$ cat src/rtl/wb_cmd_sequencer_if.sv
// Command, response and Wishbone classic master signals of wb_cmd_sequencer.
// The master modport is the sequencer side; the slave modport is the environment side.
interface wb_cmd_sequencer_if;
  logic [33:0] cmd_word;
  logic        cmd_valid;
  logic        wb_cyc_o;
  logic        wb_stb_o;
  logic        wb_we_o;
  logic [31:0] wb_adr_o;
  logic [31:0] wb_dat_o;
  logic [3:0]  wb_sel_o;
  logic [31:0] wb_dat_i;
  logic        wb_ack_i;
  logic        wb_err_i;
  logic        rsp_valid;
  logic [31:0] rsp_data;
  logic        rsp_we;
  logic        rsp_err;
  logic        ovf;
  logic        busy;

  modport master (
    input  cmd_word, cmd_valid, wb_dat_i, wb_ack_i, wb_err_i,
    output wb_cyc_o, wb_stb_o, wb_we_o, wb_adr_o, wb_dat_o, wb_sel_o,
    output rsp_valid, rsp_data, rsp_we, rsp_err, ovf, busy
  );

  modport slave (
    output cmd_word, cmd_valid, wb_dat_i, wb_ack_i, wb_err_i,
    input  wb_cyc_o, wb_stb_o, wb_we_o, wb_adr_o, wb_dat_o, wb_sel_o,
    input  rsp_valid, rsp_data, rsp_we, rsp_err, ovf, busy
  );
endinterface

$ cat src/rtl/wb_cmd_sequencer.sv
// Buffers 34-bit commands and replays R/W ones as single Wishbone classic cycles;
// A/S commands update the address / byte-select registers. All outputs are registered.
module wb_cmd_sequencer #(
  parameter int FIFO_DEPTH = 4,
  parameter int TIMEOUT    = 256,
  parameter int ADDR_INC   = 4
) (
  input logic clk,
  input logic rst,
  wb_cmd_sequencer_if.master bus
);
  localparam int AW = $clog2(FIFO_DEPTH);
  localparam int TW = $clog2(TIMEOUT + 1);
  localparam logic [AW:0]   CNT_ONE  = 1;
  localparam logic [AW:0]   CNT_FULL = FIFO_DEPTH[AW:0];
  localparam logic [TW-1:0] TCNT_ONE = 1;
  localparam logic [TW-1:0] TCNT_MAX = TW'(TIMEOUT - 1);
  localparam logic [1:0] OP_R = 2'b00, OP_W = 2'b01, OP_A = 2'b10, OP_S = 2'b11;

  typedef enum logic [1:0] {IDLE, BUS, RESP} state_t;

  state_t state, state_nx;

  logic [33:0]   mem [FIFO_DEPTH];
  logic [AW-1:0] wptr, rptr;
  logic [AW:0]   count, count_nx;
  logic          full, empty, push, pop;
  logic [1:0]    head_op;
  logic [31:0]   head_pl;

  logic          cyc, cyc_d, we, we_d;
  logic [31:0]   adr, adr_d, dat, dat_d;
  logic [3:0]    sel_o, sel_o_d, sel_r, sel_r_d;
  logic [31:0]   addr_r, addr_d;
  logic [TW-1:0] tcnt, tcnt_d;
  logic          rsp_valid, rsp_valid_d, rsp_we, rsp_we_d, rsp_err, rsp_err_d;
  logic [31:0]   rsp_data, rsp_data_d;
  logic          ovf, ovf_d, busy, busy_d;
  logic          timed_out, term;

  // Full is judged on the current occupancy only, so a same-cycle pop never rescues a push.
  assign full    = (count == CNT_FULL);
  assign empty   = (count == '0);
  assign push    = bus.cmd_valid && !full;
  assign pop     = (state == IDLE) && !empty;
  assign head_op = mem[rptr][33:32];
  assign head_pl = mem[rptr][31:0];

  assign timed_out = (tcnt == TCNT_MAX);
  assign term      = bus.wb_err_i || bus.wb_ack_i || timed_out;

  always_ff @(posedge clk) begin
    if (push) mem[wptr] <= bus.cmd_word;
  end

  always_comb begin
    count_nx = count;
    case ({push, pop})
      2'b10:   count_nx = count + CNT_ONE;
      2'b01:   count_nx = count - CNT_ONE;
      default: count_nx = count;
    endcase
  end

  always_ff @(posedge clk or posedge rst) begin
    if (rst) begin
      state     <= IDLE;
      wptr      <= '0;
      rptr      <= '0;
      count     <= '0;
      cyc       <= 1'b0;
      we        <= 1'b0;
      adr       <= '0;
      dat       <= '0;
      sel_o     <= 4'hF;
      sel_r     <= 4'hF;
      addr_r    <= '0;
      tcnt      <= '0;
      rsp_valid <= 1'b0;
      rsp_data  <= '0;
      rsp_we    <= 1'b0;
      rsp_err   <= 1'b0;
      ovf       <= 1'b0;
      busy      <= 1'b0;
    end else begin
      state     <= state_nx;
      if (push) wptr <= wptr + 1'b1;
      if (pop)  rptr <= rptr + 1'b1;
      count     <= count_nx;
      cyc       <= cyc_d;
      we        <= we_d;
      adr       <= adr_d;
      dat       <= dat_d;
      sel_o     <= sel_o_d;
      sel_r     <= sel_r_d;
      addr_r    <= addr_d;
      tcnt      <= tcnt_d;
      rsp_valid <= rsp_valid_d;
      rsp_data  <= rsp_data_d;
      rsp_we    <= rsp_we_d;
      rsp_err   <= rsp_err_d;
      ovf       <= ovf_d;
      busy      <= busy_d;
    end
  end

  always_comb begin
    state_nx = state;
    case (state)
      IDLE:    if (pop && (head_op == OP_R || head_op == OP_W)) state_nx = BUS;
      BUS:     if (term) state_nx = RESP;
      RESP:    state_nx = IDLE;
      default: state_nx = IDLE;
    endcase
  end

  always_comb begin
    cyc_d       = cyc;
    we_d        = we;
    adr_d       = adr;
    dat_d       = dat;
    sel_o_d     = sel_o;
    sel_r_d     = sel_r;
    addr_d      = addr_r;
    tcnt_d      = tcnt;
    rsp_valid_d = 1'b0;
    rsp_data_d  = rsp_data;
    rsp_we_d    = rsp_we;
    rsp_err_d   = rsp_err;
    ovf_d       = ovf || (bus.cmd_valid && full);
    case (state)
      IDLE: begin
        if (pop) begin
          case (head_op)
            OP_A: addr_d  = head_pl;
            OP_S: sel_r_d = head_pl[3:0];
            default: begin
              cyc_d   = 1'b1;
              we_d    = (head_op == OP_W);
              adr_d   = addr_r;
              sel_o_d = sel_r;
              dat_d   = (head_op == OP_W) ? head_pl : 32'h0;
              tcnt_d  = '0;
            end
          endcase
        end
      end
      BUS: begin
        tcnt_d = tcnt + TCNT_ONE;
        if (term) begin
          cyc_d       = 1'b0;
          rsp_valid_d = 1'b1;
          rsp_we_d    = we;
          // Error wins over a simultaneous ack; only a clean ack advances the address.
          if (!bus.wb_err_i && bus.wb_ack_i) begin
            rsp_err_d  = 1'b0;
            rsp_data_d = we ? 32'h0 : bus.wb_dat_i;
            addr_d     = addr_r + 32'(ADDR_INC);
          end else begin
            rsp_err_d  = 1'b1;
            rsp_data_d = 32'h0;
          end
        end
      end
      default: ;
    endcase
    busy_d = (count_nx != '0) || (state_nx != IDLE);
  end

  assign bus.wb_cyc_o  = cyc;
  assign bus.wb_stb_o  = cyc;
  assign bus.wb_we_o   = we;
  assign bus.wb_adr_o  = adr;
  assign bus.wb_dat_o  = dat;
  assign bus.wb_sel_o  = sel_o;
  assign bus.rsp_valid = rsp_valid;
  assign bus.rsp_data  = rsp_data;
  assign bus.rsp_we    = rsp_we;
  assign bus.rsp_err   = rsp_err;
  assign bus.ovf       = ovf;
  assign bus.busy      = busy;
endmodule

$ cat src/flat_wrapper.sv
// flat-port wrapper written by rule: the top's interface ports become plain ports
module wb_cmd_sequencer_flat 
#(
  parameter int FIFO_DEPTH = 4,
  parameter int TIMEOUT    = 256,
  parameter int ADDR_INC   = 4
)
  (clk, rst, bus_cmd_word, bus_cmd_valid, bus_wb_dat_i, bus_wb_ack_i, bus_wb_err_i, bus_wb_cyc_o, bus_wb_stb_o, bus_wb_we_o, bus_wb_adr_o, bus_wb_dat_o, bus_wb_sel_o, bus_rsp_valid, bus_rsp_data, bus_rsp_we, bus_rsp_err, bus_ovf, bus_busy);
  wb_cmd_sequencer_if bus_i ();
  input logic clk;
  input logic rst;
  input wire logic [$bits(bus_i.cmd_word)-1:0] bus_cmd_word;
  input wire logic [$bits(bus_i.cmd_valid)-1:0] bus_cmd_valid;
  input wire logic [$bits(bus_i.wb_dat_i)-1:0] bus_wb_dat_i;
  input wire logic [$bits(bus_i.wb_ack_i)-1:0] bus_wb_ack_i;
  input wire logic [$bits(bus_i.wb_err_i)-1:0] bus_wb_err_i;
  output wire logic [$bits(bus_i.wb_cyc_o)-1:0] bus_wb_cyc_o;
  output wire logic [$bits(bus_i.wb_stb_o)-1:0] bus_wb_stb_o;
  output wire logic [$bits(bus_i.wb_we_o)-1:0] bus_wb_we_o;
  output wire logic [$bits(bus_i.wb_adr_o)-1:0] bus_wb_adr_o;
  output wire logic [$bits(bus_i.wb_dat_o)-1:0] bus_wb_dat_o;
  output wire logic [$bits(bus_i.wb_sel_o)-1:0] bus_wb_sel_o;
  output wire logic [$bits(bus_i.rsp_valid)-1:0] bus_rsp_valid;
  output wire logic [$bits(bus_i.rsp_data)-1:0] bus_rsp_data;
  output wire logic [$bits(bus_i.rsp_we)-1:0] bus_rsp_we;
  output wire logic [$bits(bus_i.rsp_err)-1:0] bus_rsp_err;
  output wire logic [$bits(bus_i.ovf)-1:0] bus_ovf;
  output wire logic [$bits(bus_i.busy)-1:0] bus_busy;
  assign bus_i.cmd_word = bus_cmd_word;
  assign bus_i.cmd_valid = bus_cmd_valid;
  assign bus_i.wb_dat_i = bus_wb_dat_i;
  assign bus_i.wb_ack_i = bus_wb_ack_i;
  assign bus_i.wb_err_i = bus_wb_err_i;
  assign bus_wb_cyc_o = bus_i.wb_cyc_o;
  assign bus_wb_stb_o = bus_i.wb_stb_o;
  assign bus_wb_we_o = bus_i.wb_we_o;
  assign bus_wb_adr_o = bus_i.wb_adr_o;
  assign bus_wb_dat_o = bus_i.wb_dat_o;
  assign bus_wb_sel_o = bus_i.wb_sel_o;
  assign bus_rsp_valid = bus_i.rsp_valid;
  assign bus_rsp_data = bus_i.rsp_data;
  assign bus_rsp_we = bus_i.rsp_we;
  assign bus_rsp_err = bus_i.rsp_err;
  assign bus_ovf = bus_i.ovf;
  assign bus_busy = bus_i.busy;
  wb_cmd_sequencer #(.FIFO_DEPTH(FIFO_DEPTH), .TIMEOUT(TIMEOUT), .ADDR_INC(ADDR_INC)) u_core (.clk(clk), .rst(rst), .bus(bus_i));
endmodule
$ cat config.mk
export PLATFORM = sky130hd
export DESIGN_NAME = wb_cmd_sequencer_flat
export DESIGN_NICKNAME = d
export VERILOG_FILES = /design/src/rtl/wb_cmd_sequencer_if.sv /design/src/rtl/wb_cmd_sequencer.sv /design/src/flat_wrapper.sv
export SDC_FILE = /design/constraint.sdc
export NUM_CORES = 1
export LEC_CHECK = 0
export CELL_PAD_IN_SITES_DETAIL_PLACEMENT = 1
export CELL_PAD_IN_SITES_GLOBAL_PLACEMENT = 1
export CORE_UTILIZATION = 36
export CTS_CLUSTER_DIAMETER = 60
export CTS_CLUSTER_SIZE = 8
export DETAILED_ROUTE_END_ITERATION = 12
export PLACE_DENSITY_LB_ADDON = 0.1
export SLEW_MARGIN = 25
export SYNTH_ARGS = -nofsm -noshare
export SYNTH_HDL_FRONTEND = slang
export SYNTH_SLANG_ARGS = --single-unit
$ cat constraint.sdc
create_clock -name clk -period 7 [get_ports clk]
set_clock_uncertainty 0.05 [all_clocks]
set_input_delay 2.1 -clock clk [delete_from_list [all_inputs] [get_ports clk]]
set_output_delay 2.1 -clock clk [all_outputs]
set_load 0.02 [all_outputs]
==> metrics.yaml, run 1 <==
synth_top_area_share: 0.335
final_weighted_congestion_in_routability_driven_placement: 0.751
maximum_clock_frequency_ghz: 0.254
die-width_um: 186
critical_path.startpoint_type: "input port"
synth-seq-area-share: 0.667
path_max_fanout: 8
setup.worst_path.start: "bus_cmd_valid"
timing.reg2reg.setup_slack_ps: 3880
route.vias.total: 8255
critical_path_arrival_ps: 4280
worstSkewPairLatency_ps: 540
r2r_start: "u_core.tcnt[0]"
report.final.hold_viol_count: 0
internal-power_mw: 4.79
tritoncts_clock_tree: "built"
critical_path_required_ps: 7340
worst-path-stages: 11
dp.cells: 1560
yosys.area_share.adder: 0.00986
setup.worst_path.end: "u_core.bus.busy"
synthSimpleGateAreaFrac: 0.157
pin_count: 179
worstPathCellList: "clkdlybuf4s50_1, a21boi_1, inv_1, ha_1, inv_1, fa_1, xor2_1, nor2_1, xor2_1, nor4_1, nand2_1"
final.period_utilization: 0.563
maxCapViolations: 0
clock_tree.htree_level_count: 2
postSynthCellCount: 985
cpMaxStageDelayCell: "sky130_fd_sc_hd__clkdlybuf4s50_1"
post_dp_cell_area_um2: 14400
min-delay-start: "u_core.sel_r[3]"
ant_nets: 0
drt_drc_violations_left: 0
area_delta_synth_final_pct: 28.3
tns_ps: 0
classification_of_the_worst_slack_hold_path: "reg2reg"
unrepaired_setup_endpoints_after_global_routing: "no"
vdd_ir_drop_max_mv: 0.275
rows: 66
worst-path-buf-inv: 3
synth-seq-cells: 297
cp-end-kind: "flop"
yosys.area.top_type: "sky130_fd_sc_hd__edfxtp_1"
critical-path-top-delay-family: "buffers and inverters"
global_route_wire_length_before_repair_um: 50500
combinational_family_with_the_most_area_after_synthesis: "simple AND/OR/NAND/NOR gates"
slew_violations: 0
finalInstanceArea_um2: 15600
cts.repair.resized: 0
finalNonFillerCells: 1635
criticalPathCategory: "in2reg"
swShare: 0.381
coreArea_um2: 32900
asyncSetResetFlopFracSynth: 0.542
rr_endpoint: "u_core.bus.rsp_data[1]"
synth-edff-count: 136
chipHeight_um: 186
grt.total_usage: 0.192
overflow: 0
drt-total-wl_um: 32000
part_of_the_total_power_dissipated_in_combinational_logic: 0.391
ys.flop_type: "sky130_fd_sc_hd__dfrtp_1"
hpwlAfterDp_um: 20900
final_layout_size_suffix_gt1_frac: 0.115
final.min_clock_period_ps: 3940
synth_warnings: 0
post_cts_setup_buffer_count: 0
yosys.area_share.xor_xnor: 0.00647
outcome: "complete, no violations"
number_of_cts_inserted_buffers: 43
pwr-share-clk: 0.247
sequential_share_of_power: 0.363
synth.area.mux_share: 0.0701
synth_fp_nets: 1065
cts.sink_count: 297
slew_headroom: 0.299
worst_slew_pin_slew_ps: 1050
max_stage_delay_ps: 490
final_nets: 1243
r2r_cells: 10
compound_gate_portion_of_the_synthesized_area: 0.0615
postSynthAreaPerCell_um2: 12.4
pin_count_of_the_biggest_net_entering_global_routing: 70
report.final.setup_viol: 0
syn-cell-area_um2: 12200
cts_hold_buffers: 0
path_clk_slew_ps: 50
clockRootBuffer: "sky130_fd_sc_hd__clkbuf_16"
p_switching_mw: 2.95
post_synth_num_cell_types: 56
power.density_cell_area_nw_per_um2: 495
port-buffer-count: 178
antenna_found_initial: 0
first_pass_iters: 4
max_root_sink_buffers: 3
wire_per_inst_um: 19.5
n_fill_cell: 3419
first_global_vias: 8755
floorplan.die_area_um2: 34600
first_iter_violations: 361
initial_core_util: 0.370
power_leakage_nw: 6.32
antennaDiodeCount: 0
post_drt_via_cell_ratio: 5.05
cells_taking_the_most_area_after_synthesis: "sky130_fd_sc_hd__edfxtp_1 (34%), sky130_fd_sc_hd__dfrtp_1 (31%), sky130_fd_sc_hd__nand2_1 (8.4%), sky130_fd_sc_hd__mux4_2 (6.3%), sky130_fd_sc_hd__nand3_1 (3.4%)"
[cells in the mapped netlist (2+ instances only)]
cell type and number:
sky130_fd_sc_hd__a21o_1 3, sky130_fd_sc_hd__a21oi_1 37, sky130_fd_sc_hd__a21oi_2 7, sky130_fd_sc_hd__a2bb2oi_2 4
sky130_fd_sc_hd__a31oi_1 9, sky130_fd_sc_hd__a41o_1 2, sky130_fd_sc_hd__and2_1 5, sky130_fd_sc_hd__and3_1 5
sky130_fd_sc_hd__and4_1 3, sky130_fd_sc_hd__buf_1 2, sky130_fd_sc_hd__buf_2 7, sky130_fd_sc_hd__buf_4 2
sky130_fd_sc_hd__buf_6 5, sky130_fd_sc_hd__clkbuf_1 47, sky130_fd_sc_hd__dfrtp_1 153, sky130_fd_sc_hd__dfstp_2 8
sky130_fd_sc_hd__edfxtp_1 136, sky130_fd_sc_hd__ha_1 8, sky130_fd_sc_hd__inv_1 13, sky130_fd_sc_hd__mux2_2 6
sky130_fd_sc_hd__mux2i_1 2, sky130_fd_sc_hd__mux4_2 34, sky130_fd_sc_hd__nand2_1 273, sky130_fd_sc_hd__nand2b_1 4
sky130_fd_sc_hd__nand3_1 83, sky130_fd_sc_hd__nand4_1 13, sky130_fd_sc_hd__nor2_1 31, sky130_fd_sc_hd__nor2b_1 3
sky130_fd_sc_hd__nor3_1 6, sky130_fd_sc_hd__nor4_1 4, sky130_fd_sc_hd__o21ai_0 15, sky130_fd_sc_hd__o21ai_1 2
sky130_fd_sc_hd__o22a_1 10, sky130_fd_sc_hd__o22ai_1 13, sky130_fd_sc_hd__o2bb2a_1 2, sky130_fd_sc_hd__xnor2_1 3
sky130_fd_sc_hd__xor2_1 6
[cells in the final DEF (no fill, tap or decap), types with 4 or more instances in the layout]
master,synthesis,routed
sky130_fd_sc_hd__a21oi_1,37,37
sky130_fd_sc_hd__a21oi_2,7,7
sky130_fd_sc_hd__a2bb2oi_2,4,4
sky130_fd_sc_hd__a31oi_1,9,9
sky130_fd_sc_hd__and2_1,5,5
sky130_fd_sc_hd__and3_1,5,5
sky130_fd_sc_hd__buf_4,2,18
sky130_fd_sc_hd__clkbuf_1,47,27
sky130_fd_sc_hd__clkbuf_16,0,43
sky130_fd_sc_hd__clkdlybuf4s50_1,0,178
sky130_fd_sc_hd__dfrtp_1,153,152
sky130_fd_sc_hd__dfstp_2,8,8
sky130_fd_sc_hd__edfxtp_1,136,136
sky130_fd_sc_hd__ha_1,8,8
sky130_fd_sc_hd__inv_1,13,12
sky130_fd_sc_hd__mux2_2,6,6
sky130_fd_sc_hd__mux4_2,34,34
sky130_fd_sc_hd__nand2_1,273,273
sky130_fd_sc_hd__nand3_1,83,83
sky130_fd_sc_hd__nand4_1,13,13
sky130_fd_sc_hd__nor2_1,31,31
sky130_fd_sc_hd__nor3_1,6,6
sky130_fd_sc_hd__nor4_1,4,4
sky130_fd_sc_hd__o21ai_0,15,15
sky130_fd_sc_hd__o22a_1,10,10
sky130_fd_sc_hd__o22ai_1,13,13
sky130_fd_sc_hd__xor2_1,6,6
[state kept, by name, indices dropped and copies added (netlist names), 3 cells and up]
signal and cells:
u_core.count 3, u_core.tcnt 9, u_core.bus.rsp_data 32, u_core.bus.wb_sel_o 4, u_core.bus.wb_adr_o 32, u_core.sel_r 4, u_core.bus.wb_dat_o 32, u_core.mem 136
u_core.addr_r 32
[worst min path at each step]
stage | endpoint | slack [ps] | depth (start not counted)
floorplan | u_core.bus.wb_sel_o[0] | 380 | 2
global placement | u_core.bus.wb_sel_o[3] | 400 | 2
detailed placement | u_core.bus.wb_sel_o[3] | 400 | 2
CTS | u_core.bus.wb_sel_o[3] | 390 | 2
global route | u_core.bus.ovf | 420 | 1
finish | u_core.bus.wb_sel_o[3] | 400 | 2
[metal layers]
metal,up-vias,global-route usage,share of wire
li1,3866,-,-
met1,4149,0.274,0.47
met2,196,0.303,0.46
met3,44,0.0323,0.051
met4,0,0.0479,0.017
met5,-,0,0
[stage by stage]
stage	power, mW	setup slack [ps]	utilization	hold WS (ps)
final	7.73	3060	0.474	396
after CTS	7.86	3050	0.474	392
after global routing	8.26	2880	0.474	422
after global placement	5.83	2610	0.437	397
after floorplan	4.69	515	-	382
after detailed placement	5.91	2540	0.437	397
[power groups by stage]
stage	clock network [mW]	registers [mW]	logic, mW
final	1.91	2.80	3.02
after global routing	2.04	2.88	3.34
after CTS	1.97	2.81	3.08
after detailed placement	0	2.84	3.07
after global placement	0	2.82	3.01
after floorplan	0	3.00	1.69
[area by class of cell]
cell class | count | area [um2] | share of cell area
sequential | 297 | 8120 | 0.520
multi-input combinational | 611 | 3730 | 0.239
timing repair buffer | 196 | 1920 | 0.123
clock buffer | 71 | 1190 | 0.0762
tap | 442 | 553 | 0.0354
inverter | 14 | 57.6 | 0.00368
clock inverter | 4 | 53.8 | 0.00344
[worst reg2reg max path, cell delays in order, from the launching register on]
cell and delay [ps]:
sky130_fd_sc_hd__dfrtp_1 420, sky130_fd_sc_hd__ha_1 240, sky130_fd_sc_hd__nand3_1 160, sky130_fd_sc_hd__nor2_1 90, sky130_fd_sc_hd__and3_1 190, sky130_fd_sc_hd__ha_1 190, sky130_fd_sc_hd__nor3_1 200, sky130_fd_sc_hd__nand2b_1 170
sky130_fd_sc_hd__clkinv_1 810, sky130_fd_sc_hd__nand3_1 400, sky130_fd_sc_hd__nand2_1 90
[logic make-up (layout without fill, tap and decap cells)]
logic type,count (synthesis),count (layout)
AOI/OAI and AO/OA,112,112
xor gates and xnor gates,9,9
adders and majority gates,9,9
buffers and inverters,77,285
DFF,297,297
muxes,42,42
and+or+nand+nor,439,439
No activity file was read; power rests on OpenSTA's default activity.
==> run 2: changes to the inputs <==
clock period = 3.6 ns   (was 7 ns; I/O delays follow)
==> metrics.yaml, run 2 (same netlist as run 1, synthesis figures left out) <==
most-common-layout-cells: "sky130_fd_sc_hd__nand2_1 (273), sky130_fd_sc_hd__clkdlybuf4s50_1 (178), sky130_fd_sc_hd__dfrtp_1 (152)"
first_global_vias: 8612
port-buffer-count: 178
worstSkewPairLatency_ps: 530
max_root_sink_buffers: 3
post_cts_setup_buffer_count: 0
global_route_wire_length_before_repair_um: 49700
die-width_um: 186
tns_ps: 0
worstPathCellList: "clkdlybuf4s50_1"
cp-end-kind: "primary output"
met1_length_um: 15200
pin_count_of_the_biggest_net_entering_global_routing: 65
maximum_clock_frequency_ghz: 0.360
most_frequent_standard_cell_in_the_layout_excluding_fill_and_tap_cells: "sky130_fd_sc_hd__nand2_1"
area_delta_synth_final_pct: 29.9
largest_register_ff_count: 136
overflow: 0
initial_core_util: 0.370
timing.reg2reg.setup_slack_ps: 990
r2r_start: "u_core.rptr[0]"
first_iter_violations: 414
grt.total_usage: 0.188
ant_nets: 0
critical-path-top-delay-family: "buffers and inverters"
clockRootBuffer: "sky130_fd_sc_hd__clkbuf_16"
maxCapViolations: 0
coreArea_um2: 32900
clock_tree.htree_level_count: 2
r2r_cells: 6
floorplan.die_area_um2: 34600
final.min_clock_period_ps: 2780
final_weighted_congestion_in_routability_driven_placement: 0.752
critical_path_arrival_ps: 1650
criticalPathCategory: "reg2out"
wire_per_inst_um: 19.3
path_clk_slew_ps: 50
timing.hold.worst_endpoint: "u_core.bus.wb_sel_o[2]"
classification_of_the_worst_slack_hold_path: "reg2reg"
tritoncts_clock_tree: "built"
worst-path-buf-inv: 1
first_pass_iters: 4
min-delay-start: "u_core.sel_r[2]"
slew_violations: 0
path_max_fanout: 2
cts.repair.resized: 0
met3_length_um: 1230
antenna_found_initial: 0
final_nets: 1254
max_stage_delay_ps: 600
worst_slew_pin_slew_ps: 729
slew_headroom: 0.514
critical_path_required_ps: 2470
unrepaired_setup_endpoints_after_global_routing: "no"
chipHeight_um: 186
vdd_ir_drop_max_mv: 0.409
routed.top_layer: "met4"
cts.sink_count: 297
registers.top_by_ff_count: "u_core.mem"
number_of_cts_inserted_buffers: 43
rows: 66
rr_endpoint: "u_core.bus.wb_adr_o[25]"
cpMaxStageDelayCell: "sky130_fd_sc_hd__clkdlybuf4s50_1"
sum_of_internal_switching_and_leakage_power_mw: 15.2
drt_drc_violations_left: 0
final.period_utilization: 0.772
critical_path.startpoint_type: "flop"
outcome: "complete, no violations"
met2_wirelength_um: 14800
power.density_cell_area_nw_per_um2: 959
hold_ws_ps: 406
post_drt_via_cell_ratio: 5.04
final_layout_size_suffix_gt1_frac: 0.123
cts_hold_buffers: 0
timing.hold.worst_path_depth: 2
report.final.hold_viol_count: 0
antennaDiodeCount: 0
drt-total-wl_um: 31700
hpwlAfterDp_um: 21200
report.final.setup_viol: 0
power_leakage_nw: 6.40
pin_count: 179
route.vias.total: 8288
## run 2: area by class of cell
type / instances / area (um2)
fill: 3420 / 17100
sequential: 297 / 8120
multi-input combinational: 611 / 3730
timing repair buffer: 207 / 2090
clock buffer: 72 / 1220
tap: 442 / 553
inverter: 14 / 56.3
clock inverter: 3 / 55.1
## run 2: layer usage
metal / GRT usage / vias to the layer above
met5: 0 / -
met4: 0.0456 / 0
met3: 0.0247 / 35
met2: 0.296 / 171
met1: 0.274 / 4196
li1: - / 3886
## run 2: power breakdown
part           internal, mW  switching (mW)
combinational          2.43            3.56
clock                  2.30            1.44
sequential             4.71           0.740
total                  9.44            5.74
## run 2: stage by stage
stage | worst slack (ps) | std cells | instance area (um2) | utilization
floorplan | 434 | 985 | 12200 | -
global placement | 469 | 1571 | 14600 | 0.442
detailed placement | 439 | 1571 | 14600 | 0.442
CTS | 792 | 1646 | 15800 | 0.480
global route | 750 | 1646 | 15800 | 0.480
finish | 821 | 1646 | 15800 | 0.480
## run 2: worst max-delay path by stage
| stage | startpoint | to | slack (ps) | cells after the start |
|---|---|---|---|---|
| after floorplan | rst | u_core.addr_r[0] | 430 | 1 |
| after global placement | bus_cmd_valid | u_core.bus.busy | 470 | 11 |
| after detailed placement | bus_cmd_valid | u_core.bus.busy | 440 | 11 |
| after CTS | u_core.bus.wb_sel_o[2] | bus_wb_sel_o[2] | 790 | 1 |
| after global routing | bus_cmd_valid | u_core.bus.busy | 750 | 11 |
| final | u_core.bus.wb_sel_o[2] | bus_wb_sel_o[2] | 820 | 1 |
==> run 3: changes to the inputs <==
clock period = 2.9 ns   (was 3.6 ns; I/O delays follow)
==> metrics.yaml, run 3 (same netlist as run 1, synthesis figures left out) <==
timing.reg2reg.setup_slack_ps: 470
drt-total-wl_um: 32100
rows: 66
drt_drc_violations_left: 0
dp.cells: 1578
ant_nets: 0
overflow: 0
critical_path_required_ps: 1980
post_cts_setup_buffer_count: 0
cts_hold_buffers: 0
classification_of_the_worst_slack_hold_path: "reg2reg"
maximum_clock_frequency_ghz: 0.387
pin_count: 179
clockRootBuffer: "sky130_fd_sc_hd__clkbuf_16"
post_drt_via_cell_ratio: 5.02
worst_slew_pin_slew_ps: 726
maxCapViolations: 0
critical_path.startpoint_type: "flop"
critical-path-top-delay-family: "buffers and inverters"
initial_core_util: 0.370
global_route_wire_length_before_repair_um: 50800
worstSkewPairLatency_ps: 540
first_pass_iters: 4
path_clk_slew_ps: 50
final_layout_size_suffix_gt1_frac: 0.128
coreArea_um2: 32900
slew_headroom: 0.512
floorplan.die_area_um2: 34600
route.vias.total: 8298
chipHeight_um: 186
power_leakage_nw: 6.44
most_frequent_standard_cell_in_the_layout_excluding_fill_and_tap_cells: "sky130_fd_sc_hd__nand2_1"
n_fill_cell: 3374
first_iter_violations: 404
cts.repair.resized: 0
hold_ws_ps: 403
report.final.hold_viol_count: 0
final.period_utilization: 0.890
first_global_vias: 8735
hpwlAfterDp_um: 21500
dpl_worst_slack_ps: -17.2
outcome: "complete, no violations"
grt.total_usage: 0.192
antennaDiodeCount: 0
worstPathCellList: "clkdlybuf4s50_1"
port-buffer-count: 178
criticalPathCategory: "reg2out"
pin_count_of_the_biggest_net_entering_global_routing: 65
die-width_um: 186
report.final.setup_viol: 0
sum_of_internal_switching_and_leakage_power_mw: 19.0
tritoncts_clock_tree: "built"
final_weighted_congestion_in_routability_driven_placement: 0.771
cp-end-kind: "primary output"
final_nets: 1261
number_of_cts_inserted_buffers: 43
antenna_found_initial: 0
largest_register_ff_count: 136
worst-path-buf-inv: 1
area_delta_synth_final_pct: 30.4
max_root_sink_buffers: 3
vdd_ir_drop_max_mv: 0.702
clock_tree.htree_level_count: 2
max_stage_delay_ps: 610
slew_violations: 0
wire_per_inst_um: 19.4
power.density_cell_area_nw_per_um2: 1190
finalNonFillerCells: 1653
final.min_clock_period_ps: 2580
unrepaired_setup_endpoints_after_global_routing: "no"
path_max_fanout: 2
final.setup.worst_slack_ps: 319
critical_path_arrival_ps: 1660
registers.top_by_ff_count: "u_core.mem"
most-common-layout-cells: "sky130_fd_sc_hd__nand2_1 (273), sky130_fd_sc_hd__clkdlybuf4s50_1 (178), sky130_fd_sc_hd__dfrtp_1 (152)"
cpMaxStageDelayCell: "sky130_fd_sc_hd__clkdlybuf4s50_1"
cts.sink_count: 297
[run 3: cell types whose count changed in the layout (fill, tap and decap cells not counted), sizes merged]
cell and delta:
clkinv -2, buf +7, inv +2
[run 3: cell type report]
class	instances	area, um2	share of cell area
Clock buffer	72	1200	0.0759
Clock inverter	3	48.8	0.00307
Inverter	14	56.3	0.00354
Multi-Input combinational cell	611	3730	0.235
Sequential cell	297	8120	0.511
Tap cell	442	553	0.0348
Timing Repair Buffer	214	2160	0.136
[run 3: report_power, final]
group / internal [mW] / switching [mW] / total (mW)
Clock: 2.82 / 1.81 / 4.63
Sequential: 5.85 / 0.909 / 6.76
Combinational: 3.14 / 4.44 / 7.58
[run 3: worst paths after layout]
path                                             start                     end  cells past startpoint
worst max register to register         u_core.count[2]         u_core.bus.busy                     11
max in group asynchronous                          rst  u_core.bus.wb_sel_o[0]                      3
worst min register to register         u_core.sel_r[1]  u_core.bus.wb_sel_o[1]                      2
min in group asynchronous                          rst        u_core.addr_r[9]                      2
worst min-delay path                   u_core.sel_r[1]  u_core.bus.wb_sel_o[1]                      2
worst max-delay path            u_core.bus.wb_sel_o[3]         bus_wb_sel_o[3]                      1
[run 3: per-layer routing]
metal	global-route usage	up-vias	routed length, um
met5	0	-	0
met4	0.0462	0	418
met3	0.0319	36	1960
met2	0.299	224	14700
met1	0.278	4133	15000
li1	-	3905	-
[run 3: per-stage QoR]
step           utilization  area, um2  setup TNS [ps]
2_1_floorplan            -      12200           -8610
3_3_place_gp         0.444      14600               0
3_5_place_dp         0.444      14600           -17.2
4_1_cts              0.482      15900               0
5_1_grt              0.482      15900               0
6_report             0.482      15900               0
